File: config.mk
export PLATFORM = sky130hd
export DESIGN_NAME = blinker_nios2_proc_oci_dct_packer_flat
export DESIGN_NICKNAME = d
export VERILOG_FILES = /design/src/rtl/blinker_nios2_proc_oci_dct_pkg.sv /design/src/rtl/blinker_nios2_proc_oci_dct_packer_if.sv /design/src/rtl/blinker_nios2_proc_oci_dct_hold.sv /design/src/rtl/blinker_nios2_proc_oci_dct_packer.sv /design/src/flat_wrapper.sv
export SDC_FILE = /design/constraint.sdc
export NUM_CORES = 1
export LEC_CHECK = 0
export ABC_AREA = 1
export CAP_MARGIN = 15
export CORE_ASPECT_RATIO = 0.7
export CORE_MARGIN = 1
export CORE_UTILIZATION = 55
export CTS_CLUSTER_DIAMETER = 100
export DETAILED_ROUTE_END_ITERATION = 6
export PLACE_DENSITY = 0.91
export SLEW_MARGIN = 20
export SYNTH_ARGS = -nofsm -noshare
export SYNTH_HDL_FRONTEND = slang
export SYNTH_SLANG_ARGS = --single-unit
File: constraint.sdc
create_clock -name clk -period 3.9 [get_ports clk]
set_input_delay 0.585 -clock clk [delete_from_list [all_inputs] [get_ports clk]]
set_output_delay 0.585 -clock clk [all_outputs]
set_load 0.01 [all_outputs]
File: src/rtl/blinker_nios2_proc_oci_dct_pkg.sv
// rtl/blinker_nios2_proc_oci_dct_pkg.sv - shared widths and state type for the DCT packer
package blinker_nios2_proc_oci_dct_pkg;
   localparam int SLOT_W = 2;
   localparam int SLOTS  = 15;
   localparam int BUF_W  = SLOT_W * SLOTS;
   localparam int CNT_W  = 4;
   localparam logic [CNT_W-1:0] FULL_CNT = CNT_W'(SLOTS);

   typedef enum logic [1:0] {RUN, DRAIN, ENDED} state_t;
endpackage

File: src/rtl/blinker_nios2_proc_oci_dct_packer_if.sv
// rtl/blinker_nios2_proc_oci_dct_packer_if.sv - code input, DCT output and end-of-test signals
interface blinker_nios2_proc_oci_dct_packer_if;
   import blinker_nios2_proc_oci_dct_pkg::*;

   logic              code_valid;
   logic [SLOT_W-1:0] code_data;
   logic              code_ready;
   logic              trace_end;
   logic              dct_valid;
   logic              dct_ready;
   logic [BUF_W-1:0]  dct_buffer;
   logic [CNT_W-1:0]  dct_count;
   logic              test_ending;
   logic              test_has_ended;

   modport master (
      input  code_valid, code_data, trace_end, dct_ready,
      output code_ready, dct_valid, dct_buffer, dct_count, test_ending, test_has_ended
   );

   modport slave (
      output code_valid, code_data, trace_end, dct_ready,
      input  code_ready, dct_valid, dct_buffer, dct_count, test_ending, test_has_ended
   );
endinterface

File: src/rtl/blinker_nios2_proc_oci_dct_hold.sv
// rtl/blinker_nios2_proc_oci_dct_hold.sv - output holding register for packed DCT buffers
module blinker_nios2_proc_oci_dct_hold
   import blinker_nios2_proc_oci_dct_pkg::*;
(
   input  logic             clk,
   input  logic             reset,
   input  logic             load,
   input  logic [BUF_W-1:0] buf_in,
   input  logic [CNT_W-1:0] cnt_in,
   input  logic             dct_ready,
   output logic             dct_valid,
   output logic [BUF_W-1:0] dct_buffer,
   output logic [CNT_W-1:0] dct_count,
   output logic             slot_free
);
   logic             dct_valid_q, dct_valid_d;
   logic [BUF_W-1:0] dct_buffer_q, dct_buffer_d;
   logic [CNT_W-1:0] dct_count_q, dct_count_d;

   always_comb begin
      dct_valid_d  = dct_valid_q && !dct_ready;
      dct_buffer_d = dct_buffer_q;
      dct_count_d  = dct_count_q;
      if (load) begin
         dct_valid_d  = 1'b1;
         dct_buffer_d = buf_in;
         dct_count_d  = cnt_in;
      end
   end

   always_ff @(posedge clk or posedge reset) begin
      if (reset) begin
         dct_valid_q  <= 1'b0;
         dct_buffer_q <= '0;
         dct_count_q  <= '0;
      end else begin
         dct_valid_q  <= dct_valid_d;
         dct_buffer_q <= dct_buffer_d;
         dct_count_q  <= dct_count_d;
      end
   end

   assign dct_valid  = dct_valid_q;
   assign dct_buffer = dct_buffer_q;
   assign dct_count  = dct_count_q;
   assign slot_free  = !dct_valid_q || dct_ready;
endmodule

File: src/rtl/blinker_nios2_proc_oci_dct_packer.sv
// rtl/blinker_nios2_proc_oci_dct_packer.sv - packs 2-bit trace codes into 15-slot DCT buffers
module blinker_nios2_proc_oci_dct_packer
   import blinker_nios2_proc_oci_dct_pkg::*;
(
   input logic clk,
   input logic reset,
   blinker_nios2_proc_oci_dct_packer_if.master bus
);
   state_t           state_q, state_d;
   logic [BUF_W-1:0] acc_q, acc_d;
   logic [CNT_W-1:0] acc_cnt_q, acc_cnt_d;
   logic             code_ready_q, code_ready_d;
   logic             test_ending_q, test_ending_d;
   logic             test_has_ended_q, test_has_ended_d;
   logic             accept, load, slot_free;

   always_comb begin
      accept = bus.code_valid && code_ready_q;
      // Accept and load never coincide: a full count or DRAIN both hold code_ready low.
      load   = slot_free && (acc_cnt_q != '0) &&
               ((acc_cnt_q == FULL_CNT) || (state_q == DRAIN));
      acc_d     = acc_q;
      acc_cnt_d = acc_cnt_q;
      if (load) begin
         acc_d     = '0;
         acc_cnt_d = '0;
      end else if (accept) begin
         acc_d     = acc_q | (BUF_W'(bus.code_data) << (SLOT_W * int'(acc_cnt_q)));
         acc_cnt_d = acc_cnt_q + CNT_W'(1);
      end

      state_d = state_q;
      case (state_q)
         RUN:     if (bus.trace_end) state_d = DRAIN;
         DRAIN:   if ((acc_cnt_q == '0) && slot_free) state_d = ENDED;
         default: state_d = state_q;
      endcase

      // Registered copies of functions of the next state, so they read 0 during reset.
      code_ready_d     = (state_d == RUN) && (acc_cnt_d != FULL_CNT);
      test_ending_d    = (state_d == DRAIN);
      test_has_ended_d = (state_d == ENDED);
   end

   always_ff @(posedge clk or posedge reset) begin
      if (reset) begin
         state_q          <= RUN;
         acc_q            <= '0;
         acc_cnt_q        <= '0;
         code_ready_q     <= 1'b0;
         test_ending_q    <= 1'b0;
         test_has_ended_q <= 1'b0;
      end else begin
         state_q          <= state_d;
         acc_q            <= acc_d;
         acc_cnt_q        <= acc_cnt_d;
         code_ready_q     <= code_ready_d;
         test_ending_q    <= test_ending_d;
         test_has_ended_q <= test_has_ended_d;
      end
   end

   blinker_nios2_proc_oci_dct_hold u_hold (
      .clk        (clk),
      .reset      (reset),
      .load       (load),
      .buf_in     (acc_q),
      .cnt_in     (acc_cnt_q),
      .dct_ready  (bus.dct_ready),
      .dct_valid  (bus.dct_valid),
      .dct_buffer (bus.dct_buffer),
      .dct_count  (bus.dct_count),
      .slot_free  (slot_free)
   );

   assign bus.code_ready     = code_ready_q;
   assign bus.test_ending    = test_ending_q;
   assign bus.test_has_ended = test_has_ended_q;
endmodule

File: src/flat_wrapper.sv
// flat-port wrapper written by rule: the top's interface ports become plain ports
module blinker_nios2_proc_oci_dct_packer_flat import blinker_nios2_proc_oci_dct_pkg::*;
  (clk, reset, bus_code_valid, bus_code_data, bus_trace_end, bus_dct_ready, bus_code_ready, bus_dct_valid, bus_dct_buffer, bus_dct_count, bus_test_ending, bus_test_has_ended);
  blinker_nios2_proc_oci_dct_packer_if bus_i ();
  input logic clk;
  input logic reset;
  input wire logic [$bits(bus_i.code_valid)-1:0] bus_code_valid;
  input wire logic [$bits(bus_i.code_data)-1:0] bus_code_data;
  input wire logic [$bits(bus_i.trace_end)-1:0] bus_trace_end;
  input wire logic [$bits(bus_i.dct_ready)-1:0] bus_dct_ready;
  output wire logic [$bits(bus_i.code_ready)-1:0] bus_code_ready;
  output wire logic [$bits(bus_i.dct_valid)-1:0] bus_dct_valid;
  output wire logic [$bits(bus_i.dct_buffer)-1:0] bus_dct_buffer;
  output wire logic [$bits(bus_i.dct_count)-1:0] bus_dct_count;
  output wire logic [$bits(bus_i.test_ending)-1:0] bus_test_ending;
  output wire logic [$bits(bus_i.test_has_ended)-1:0] bus_test_has_ended;
  assign bus_i.code_valid = bus_code_valid;
  assign bus_i.code_data = bus_code_data;
  assign bus_i.trace_end = bus_trace_end;
  assign bus_i.dct_ready = bus_dct_ready;
  assign bus_code_ready = bus_i.code_ready;
  assign bus_dct_valid = bus_i.dct_valid;
  assign bus_dct_buffer = bus_i.dct_buffer;
  assign bus_dct_count = bus_i.dct_count;
  assign bus_test_ending = bus_i.test_ending;
  assign bus_test_has_ended = bus_i.test_has_ended;
  blinker_nios2_proc_oci_dct_packer u_core (.clk(clk), .reset(reset), .bus(bus_i));
endmodule
==> flow_metrics.tcl <==
set metrics [dict create \
    status "complete, no violations" \
    power_density_nw_per_um2 384 \
    via_per_inst 5.10 \
    seq_area_frac_synth_pct 59.2 \
    worstPathRequired_ns 4.19 \
    wl_per_cell_um 13.6 \
    finalWirelength_mm 6.38 \
    dieHeight_um 65.1 \
    worstSkewPairLatency_ns 0.36 \
    port_buffers 44 \
    nNetsFinal 403 \
    r2r_end "u_core.u_hold.dct_buffer[26]" \
    min_period_over_period_pct 63.9 \
    fmaxAchievable_mhz 401 \
    ant_nets 0 \
    critPathArrivalTime_ns 2.78 \
    syn_nets 359 \
    grtUsageTotal_pct 24.6 \
    instances_no_fill 470 \
    max-vdd-ir-drop_mv 0.315 \
    clockRootBuffer "clkbuf_8" \
    min_to "u_core.u_hold.dct_count[0]" \
    min_period_ns 2.49 \
    grt_setup_unrepaired "no" \
    cap_violations 0 \
    syn_area_um2 3130 \
    cp_slowest_cell "inv_1" \
    synth_edf_count 0 \
    critical_path_class "flop to flop" \
    clk_pin_slew_ns 0.07 \
    clock-sinks 74 \
    synthesis.instances 350 \
    ys_ff_latch 74 \
    coreArea_um2 5370 \
    seq_area_um2 1850 \
    drt_iter0_drc 206 \
    crit_chain "inv_1, ha_1, nand3_2, nand3_2, inv_1, nand2_1, nand2_1" \
    fin_tns_setup_ns 0 \
    hold_path_class "flop to flop" \
    yosys_warnings 0 \
    htreeDepth 3 \
    area_delta_synth_final_pct 20.8 \
    grt_max_degree 60 \
    cts_setup_buffers 0 \
    finalHoldViolations 0 \
    diodes 0 \
    cts_made_buffers 9 \
    slew_headroom_pct 60.0 \
    r2r_slack_ns 1.41 \
    place_hpwl_mm 4.48 \
    tritoncts "built" \
    antenna_found_initial 0 \
    dp.cells 455 \
    synthFlopType "dfrtp_1" \
    r2r_cells 7 \
    leakagePower_uw 0.00203 \
    num_rows 22 \
    async_flop_share_pct 100 \
    drive_gt1_share_pct 8.79 \
    worst_pin_slew_ns 0.600 \
    avgSynthCellArea_um2 8.94 \
    drt_first_pass_iters 4 \
    grt_pass1_vias 2252 \
    gp_congestion 0.830 \
    initial_core_util_pct 58.3 \
    cpPeakStageDelay_ns 0.64 \
    r2r-start "u_core.acc_cnt_q[0]" \
    fin_skew_ns 0.0128 \
    drv_slew 0 \
    cpLargestDelayFamily "simple AND/OR/NAND/NOR gates" \
    dieArea_um2 6000 \
    cts-hold-fix-buffers 0 \
    boundaryPins 45 \
    via_count 2396 \
    setup_viol 0 \
    cts_buffer_depth 2 \
    post_cts_resize_count 0 \
    crit_cells 7 \
    crit_fanout 27 \
    n_fill_cell 395 \
    cp-start-kind "flop" \
    yosysUniqueCellTypes 22 \
    critPathBufInv 2 \
    drc_errors 0 \
    multi_input_area_um2 927 \
    grt_pass1_wl_mm 10.8 \
    worstHoldStart "u_core.u_hold.dct_count[0]" \
    endpoint_kind "flop" \
    die_width_um 92.1 \
    whs_path_depth 2 \
    gr-total-overflow 0 \
]
-- cell type report --
cell class | count | share of cell area, %
Clock buffer | 10 | 3.64
Inverter | 61 | 6.12
Timing Repair Buffer | 47 | 12.2
Tap cell | 72 | 2.38
Sequential cell | 74 | 49.0
Multi-Input combinational cell | 201 | 24.5
Clock inverter | 5 | 2.09
-- synth_stat cells, types with 2 or more instances --
cell type / n / share of area (%)
a21oi_1: 8 / 1.3
a31oi_1: 2 / 0.40
buf_2: 3 / 0.48
buf_4: 2 / 0.48
buf_6: 7 / 2.5
dfrtp_1: 74 / 59
ha_1: 2 / 0.80
inv_1: 58 / 7.0
inv_2: 2 / 0.24
nand2_1: 101 / 12
nand3_1: 8 / 1.3
nand3_2: 2 / 0.64
nand4_1: 3 / 0.60
nor2_1: 18 / 2.2
nor3_1: 6 / 0.96
o21ai_0: 23 / 3.7
o21ai_1: 17 / 2.7
o21ai_2: 10 / 2.8
-- report_power, final --
part | internal (µW) | switching, µW
clock | 373 | 270
sequential | 768 | 3.23
combinational | 10.5 | 28.1
total | 1150 | 301
-- logic make-up after synthesis --
kind of cell	count (synthesis)	share of synthesized area, %
adders and majority gates	2	0.800
and+or+nand+nor	139	18.0
AOI/OAI and AO/OA	60	10.9
buffers and inverters	75	11.2
DFF	74	59.2
-- sequential cells by signal (all words and copies together), names as in the netlist --
signal                     flops
u_core.acc_cnt_q               4
u_core.acc_q                  30
u_core.bus.code_ready          1
u_core.bus.test_ending         1
u_core.bus.test_has_ended      1
u_core.state_q                 2
u_core.u_hold.dct_buffer      30
u_core.u_hold.dct_count        4
u_core.u_hold.dct_valid        1
-- metrics by stage --
| step | power, µW | util, % | cell area (µm²) | hold WS (ns) | worst slack [ns] |
|---|---|---|---|---|---|
| 2_1_floorplan | 808 | - | 3130 | 0.442 | 1.43 |
| 3_3_place_gp | 823 | 66.4 | 3560 | 0.466 | 1.37 |
| 3_5_place_dp | 825 | 66.4 | 3560 | 0.468 | 1.29 |
| 4_1_cts | 1460 | 70.4 | 3780 | 0.485 | 1.43 |
| 5_1_grt | 1510 | 70.4 | 3780 | 0.507 | 1.20 |
| 6_report | 1450 | 70.4 | 3780 | 0.482 | 1.41 |
-- worst min-delay path, stage by stage (launching register included) --
cell,delay (ns)
dfrtp_1,0.34
nand2_1,0.06
o21ai_2,0.05
-- how the worst max path moves through the flow --
stage,to,start,slack (ns)
6_report,u_core.u_hold.dct_buffer[26],u_core.acc_cnt_q[0],1.41
4_1_cts,u_core.u_hold.dct_buffer[26],u_core.acc_cnt_q[0],1.43
5_1_grt,u_core.u_hold.dct_buffer[26],u_core.acc_cnt_q[1],1.20
3_3_place_gp,u_core.u_hold.dct_buffer[8],bus_dct_ready,1.37
2_1_floorplan,u_core.acc_cnt_q[0],reset,1.43
3_5_place_dp,u_core.u_hold.dct_buffer[0],bus_dct_ready,1.29
-- metal layers --
metal	track usage (%)	vias to the layer above	wire, µm	part of all wire [%]
li1	-	1163	-	-
met1	31.5	1146	2800	44
met2	39.3	78	3110	49
met3	9.38	9	391	6.1
met4	7.23	0	79	1.2
met5	0	-	0	0
-- layout by cell type, fill, tap and decap left out, types with 2 or more instances in the layout --
master / n
inv_1: 57
bufinv_16: 2
nand4_1: 3
clkinv_2: 2
o21ai_2: 10
a21oi_1: 8
dfrtp_1: 74
nor2_1: 18
inv_2: 3
clkbuf_8: 10
nand2_1: 101
clkdlybuf4s50_1: 44
nor3_1: 6
a31oi_1: 2
ha_1: 2
buf_4: 3
o21ai_1: 17
nand3_1: 8
nand3_2: 2
o21ai_0: 23
(Power assumes the default switching activity.)
